==> src/rtl/wb_trace_buffer.sv <==
// Write-back trace buffer: captures timestamped register writes from the MIPS
// write-back stage into a FWFT FIFO and keeps cycle/stall/drop counters for CPI work.
module wb_trace_buffer #(
    parameter int unsigned DEPTH = 16,
    parameter int unsigned CNT_W = 32
) (
    input  logic                       Clock,
    input  logic                       Reset,
    input  logic                       Enable,
    input  logic                       RegWrite_WB,
    input  logic [4:0]                 rDestSelected_WB,
    input  logic [31:0]                regWriteData,
    input  logic [31:0]                PC_In,
    input  logic                       Stall_In,
    input  logic                       Rd_Ready,
    output logic                       Rd_Valid,
    output logic [4:0]                 Rd_Dest,
    output logic [31:0]                Rd_Data,
    output logic [31:0]                Rd_PC,
    output logic [CNT_W-1:0]           Rd_Stamp,
    output logic [$clog2(DEPTH):0]     Count,
    output logic                       Overflow,
    output logic [CNT_W-1:0]           Cycle_Count,
    output logic [CNT_W-1:0]           Stall_Count,
    output logic [CNT_W-1:0]           Drop_Count
);

    localparam int unsigned AW = $clog2(DEPTH);
    localparam int unsigned CW = AW + 1;
    localparam logic [CW-1:0] FULL_CNT = CW'(DEPTH);

    typedef struct packed {
        logic [CNT_W-1:0] stamp;
        logic [4:0]       dest;
        logic [31:0]      data;
        logic [31:0]      pc;
    } entry_t;

    entry_t         mem [DEPTH];
    logic [AW-1:0]  wr_ptr;
    logic [AW-1:0]  rd_ptr;
    entry_t         head;
    entry_t         new_entry;

    logic push;
    logic pop;
    logic full;
    logic store;
    logic drop;

    always_comb begin
        push  = Enable & RegWrite_WB & (rDestSelected_WB != 5'd0);
        full  = (Count == FULL_CNT);
        pop   = Rd_Valid & Rd_Ready;
        // A pop frees the slot in the same edge, so a full FIFO still accepts.
        store = push & (~full | pop);
        drop  = push & full & ~pop;
    end

    always_comb begin
        new_entry.stamp = Cycle_Count;
        new_entry.dest  = rDestSelected_WB;
        new_entry.data  = regWriteData;
        new_entry.pc    = PC_In;
    end

    always_ff @(posedge Clock) begin
        if (store) begin
            mem[wr_ptr] <= new_entry;
        end
    end

    always_ff @(posedge Clock) begin
        if (Reset) begin
            wr_ptr <= '0;
            rd_ptr <= '0;
            Count  <= '0;
        end else begin
            if (store) begin
                wr_ptr <= wr_ptr + AW'(1);
            end
            if (pop) begin
                rd_ptr <= rd_ptr + AW'(1);
            end
            case ({store, pop})
                2'b10:   Count <= Count + CW'(1);
                2'b01:   Count <= Count - CW'(1);
                default: Count <= Count;
            endcase
        end
    end

    always_ff @(posedge Clock) begin
        if (Reset) begin
            Overflow    <= 1'b0;
            Cycle_Count <= '0;
            Stall_Count <= '0;
            Drop_Count  <= '0;
        end else begin
            if (Enable) begin
                Cycle_Count <= Cycle_Count + CNT_W'(1);
            end
            if (Enable & Stall_In) begin
                Stall_Count <= Stall_Count + CNT_W'(1);
            end
            if (drop) begin
                Overflow   <= 1'b1;
                Drop_Count <= Drop_Count + CNT_W'(1);
            end
        end
    end

    // First-word-fall-through: head is presented straight from storage, zeroed when empty.
    always_comb begin
        Rd_Valid = (Count != '0);
        head     = mem[rd_ptr];
        if (Rd_Valid) begin
            Rd_Dest  = head.dest;
            Rd_Data  = head.data;
            Rd_PC    = head.pc;
            Rd_Stamp = head.stamp;
        end else begin
            Rd_Dest  = '0;
            Rd_Data  = '0;
            Rd_PC    = '0;
            Rd_Stamp = '0;
        end
    end

endmodule
==> config.mk <==
export PLATFORM = sky130hd
export DESIGN_NAME = wb_trace_buffer
export DESIGN_NICKNAME = d
export VERILOG_FILES = /design/src/rtl/wb_trace_buffer.sv
export SDC_FILE = /design/constraint.sdc
export NUM_CORES = 1
export LEC_CHECK = 0
export ABC_AREA = 1
export BUFFER_PORTS_ARGS = -buffer_cell sky130_fd_sc_hd__buf_2
export CAP_MARGIN = 40
export CELL_PAD_IN_SITES_DETAIL_PLACEMENT = 0
export CELL_PAD_IN_SITES_GLOBAL_PLACEMENT = 2
export CORE_MARGIN = 5
export CORE_UTILIZATION = 43
export DETAILED_ROUTE_END_ITERATION = 10
export PLACE_DENSITY = 0.78
export SLEW_MARGIN = 30
export SYNTH_ARGS = -nofsm -noshare
export SYNTH_HDL_FRONTEND = slang
export SYNTH_SLANG_ARGS = --single-unit
==> constraint.sdc <==
create_clock -name Clock -period 7.56 [get_ports Clock]
set_input_delay 0.378 -clock Clock [delete_from_list [all_inputs] [get_ports Clock]]
set_output_delay 0.378 -clock Clock [all_outputs]
set_load 0.005 [all_outputs]
==> impl_metrics.env <==
export IMPL_status="complete, no violations"
export IMPL_power_density_nw_per_um2=307.6
export IMPL_insertion_delay_ns=0.80
export IMPL_clk_pin_slew_ns=0.06
export IMPL_setup_viol=0
export IMPL_arrival_ns=4.40
export IMPL_antenna_found_initial=4
export IMPL_post_cts_resized=0
export IMPL_num_vias=45200
export IMPL_synth_top_family_by_area="compound AO/OA/AOI/OAI gates"
export IMPL_synth_cell_area_um2=69370
export IMPL_grt_pass1_wl_mm=283.7
export IMPL_required_ns=7.18
export IMPL_hold_path_class="in -> reg"
export IMPL_p_leak_nw=25.40
export IMPL_drive_gt1_share_pct=10.34
export IMPL_worst_clock_skew_ns=0.02026
export IMPL_tns_ns=0
export IMPL_slew_viol_final=0
export IMPL_cp_max_fo=199
export IMPL_rr_startpoint="Count[0]$_SDFFE_PP0P_"
export IMPL_crit_type="reg -> out"
export IMPL_wire_per_inst_um=23.50
export IMPL_fp_dieW_um=411.7
export IMPL_whs_path_depth=5
export IMPL_synth_warnings=0
export IMPL_r2r_end="mem[13][21]$_DFFE_PP_"
export IMPL_period_needed_ns=4.779
export IMPL_start_util_pct=43.20
export IMPL_ant_nets=0
export IMPL_finalWirelength_mm=192.9
export IMPL_nNetsFinal=5990
export IMPL_synthFlopType="edfxtp_1"
export IMPL_rsz0062_at_grt="false"
export IMPL_maxCapViolCount=0
export IMPL_place_hpwl_mm=84.58
export IMPL_hold_ws_ns=0.08278
export IMPL_fin_crit_sh_pct=63.22
export IMPL_synthesis_nets=5742
export IMPL_vias_per_cell=5.505
export IMPL_synth_seq_area_share_pct=73.24
export IMPL_peakVddDrop_v=0.0002500
export IMPL_hold_violations=0
export IMPL_cts_sinks=1730
export IMPL_startpoint_type="flip-flop"
export IMPL_fmax_mhz=209.2
export IMPL_yosys_area_top_type="edfxtp_1"
export IMPL_drt_iter0_markers=3923
export IMPL_area_growth_pct=14.66
export IMPL_tritoncts="yes"
export IMPL_overflow=0
export IMPL_grt_pass1_vias=43570
export IMPL_worstMarginPinSlew_ns=1.056
export IMPL_synth_edf_count=1616
export IMPL_synth_xor_area_share_pct=0.2146
export IMPL_coreArea_um2=160600
export IMPL_syn_area_per_cell_um2=12.27
export IMPL_grt_use_total_pct=22.32
export IMPL_cts_max_level=4
export IMPL_firstDrtPassIters=6
export IMPL_numCtsBuffers=181
export IMPL_num_rows=147
export IMPL_synthMuxAreaShare_pct=0
export IMPL_yosysTopAreaCellShare_pct=69.95
export IMPL_drc=0
export IMPL_io_pins=279
export IMPL_worstHoldStart="RegWrite_WB"
export IMPL_worst_r2r_cell_count=7
export IMPL_synth_adder_area_share_pct=0.2273
export IMPL_reg2reg_slack_ns=4.51
export IMPL_die_y_um=411.7
export IMPL_cts_root_buf="clkbuf_16"
export IMPL_syn_inst=5655
export IMPL_slew_headroom_pct=29.57
export IMPL_hold_end="wr_ptr[1]$_SDFFE_PP0P_"
export IMPL_end_kind="primary output"
export IMPL_synth_compound_gate_area_share_pct=12.44
export IMPL_grt_max_degree=229
export IMPL_port_buffer_count=278
export IMPL_async_flop_share_pct=0
export IMPL_synth_area_top_cells="edfxtp_1 (70%), nor2_1 (7.5%), o21ai_0 (5.9%)"
export IMPL_synth_simple_area_share_pct=10.87
export IMPL_cts_buffer_depth=3
export IMPL_post_cts_repair_setup_buffers=0
export IMPL_final_common_cell="edfxtp_1"
export IMPL_final_cell_mix="edfxtp_1 (1,616), nor2_1 (1,375), o21ai_0 (819)"
export IMPL_place_congestion=0.7658
export IMPL_synth_distinct_cells=36
export IMPL_dieArea_um2=169500
export IMPL_ys_ff_latch=1730
export IMPL_ctsHoldBuffers=70
==> kinds of logic (layout without fill, tap and decap cells) <==
logic type	count (synthesis)	in the layout
xor+xnor	17	17
other cells	0	5
fa+ha+maj	12	12
buf+inv	477	869
flops	1730	1730
compound gates	1513	1513
simple gates	1906	1906
==> flip-flops by register name (all words and copies together), names as in the netlist, named ones only <==
name         cells
mem           1616
Cycle_Count     32
Drop_Count      32
Stall_Count     32
Count            5
rd_ptr           4
wr_ptr           4
Overflow         1
==> power by group <==
group          switching, mW  total, mW  internal [mW]
clock network           3.62       8.45           4.83
registers             0.0698       10.6           10.5
logic                   3.77       5.44           1.67
total                   7.46       24.5           17.0
==> metal layers <==
| metal | GRT usage [%] | vias up | wire length, um |
|---|---|---|---|
| li1 | - | 21100 | - |
| met1 | 32.29 | 22560 | 88200 |
| met5 | 0 | - | 0 |
| met4 | 5.523 | 0 | 4088 |
| met3 | 4.160 | 260 | 12420 |
| met2 | 35.11 | 1287 | 88240 |
==> cells in the mapped netlist, types with 19 or more instances <==
library cell / n
clkbuf_1: 210
inv_1: 112
o21ai_1: 114
nor2_1: 1391
nand3_1: 178
nand2_1: 267
o221ai_1: 19
buf_4: 23
a21oi_1: 165
dfxtp_1: 114
nand4_1: 22
edfxtp_1: 1616
buf_2: 94
o211ai_1: 385
buf_1: 23
nor3_1: 28
o21ai_0: 819
==> critical path: stages, from the launching register on <==
cell and delay, ns:
dfxtp_4 0.41, buf_16 0.22, inv_12 0.21, buf_16 0.50, buf_12 0.65, nor2_1 0.08, o221ai_1 0.25, nand3_1 0.10
a21oi_1 0.68, buf_2 0.25
==> per-stage QoR <==
step	instances	instance area [um^2]	power, mW	setup WS [ns]	util, %
2_1_floorplan	5655	69370	14.11	1.704	-
3_3_place_gp	7780	72620	16.05	3.295	45.23
3_5_place_dp	7791	72890	16.14	3.328	45.40
4_1_cts	8188	79170	24.64	2.462	49.31
5_1_grt	8208	79540	25.69	2.539	49.53
6_report	8212	79550	24.47	2.781	49.54
==> cell type report <==
type / instances / area (um^2)
Fill cell: 14030 / 81020
Sequential cell: 1730 / 50830
Multi-Input combinational cell: 3448 / 16600
Clock buffer: 237 / 4875
Timing Repair Buffer: 427 / 3361
Tap cell: 2160 / 2703
Clock inverter: 90 / 705.7
Inverter: 115 / 469.2
Antenna cell: 5 / 12.51
==> worst max-delay path by stage <==
stage,startpoint,end,cells past startpoint
6_report,flip-flop,Rd_Stamp[18],9
5_1_grt,flip-flop,Rd_Stamp[18],9
4_1_cts,flip-flop,Rd_Stamp[22],9
3_5_place_dp,flip-flop,Rd_Stamp[22],9
3_3_place_gp,flip-flop,Rd_PC[19],9
2_1_floorplan,Count[0]$_SDFFE_PP0P_,mem[11][0]$_DFFE_PP_,6
(Power assumes the default switching activity.)
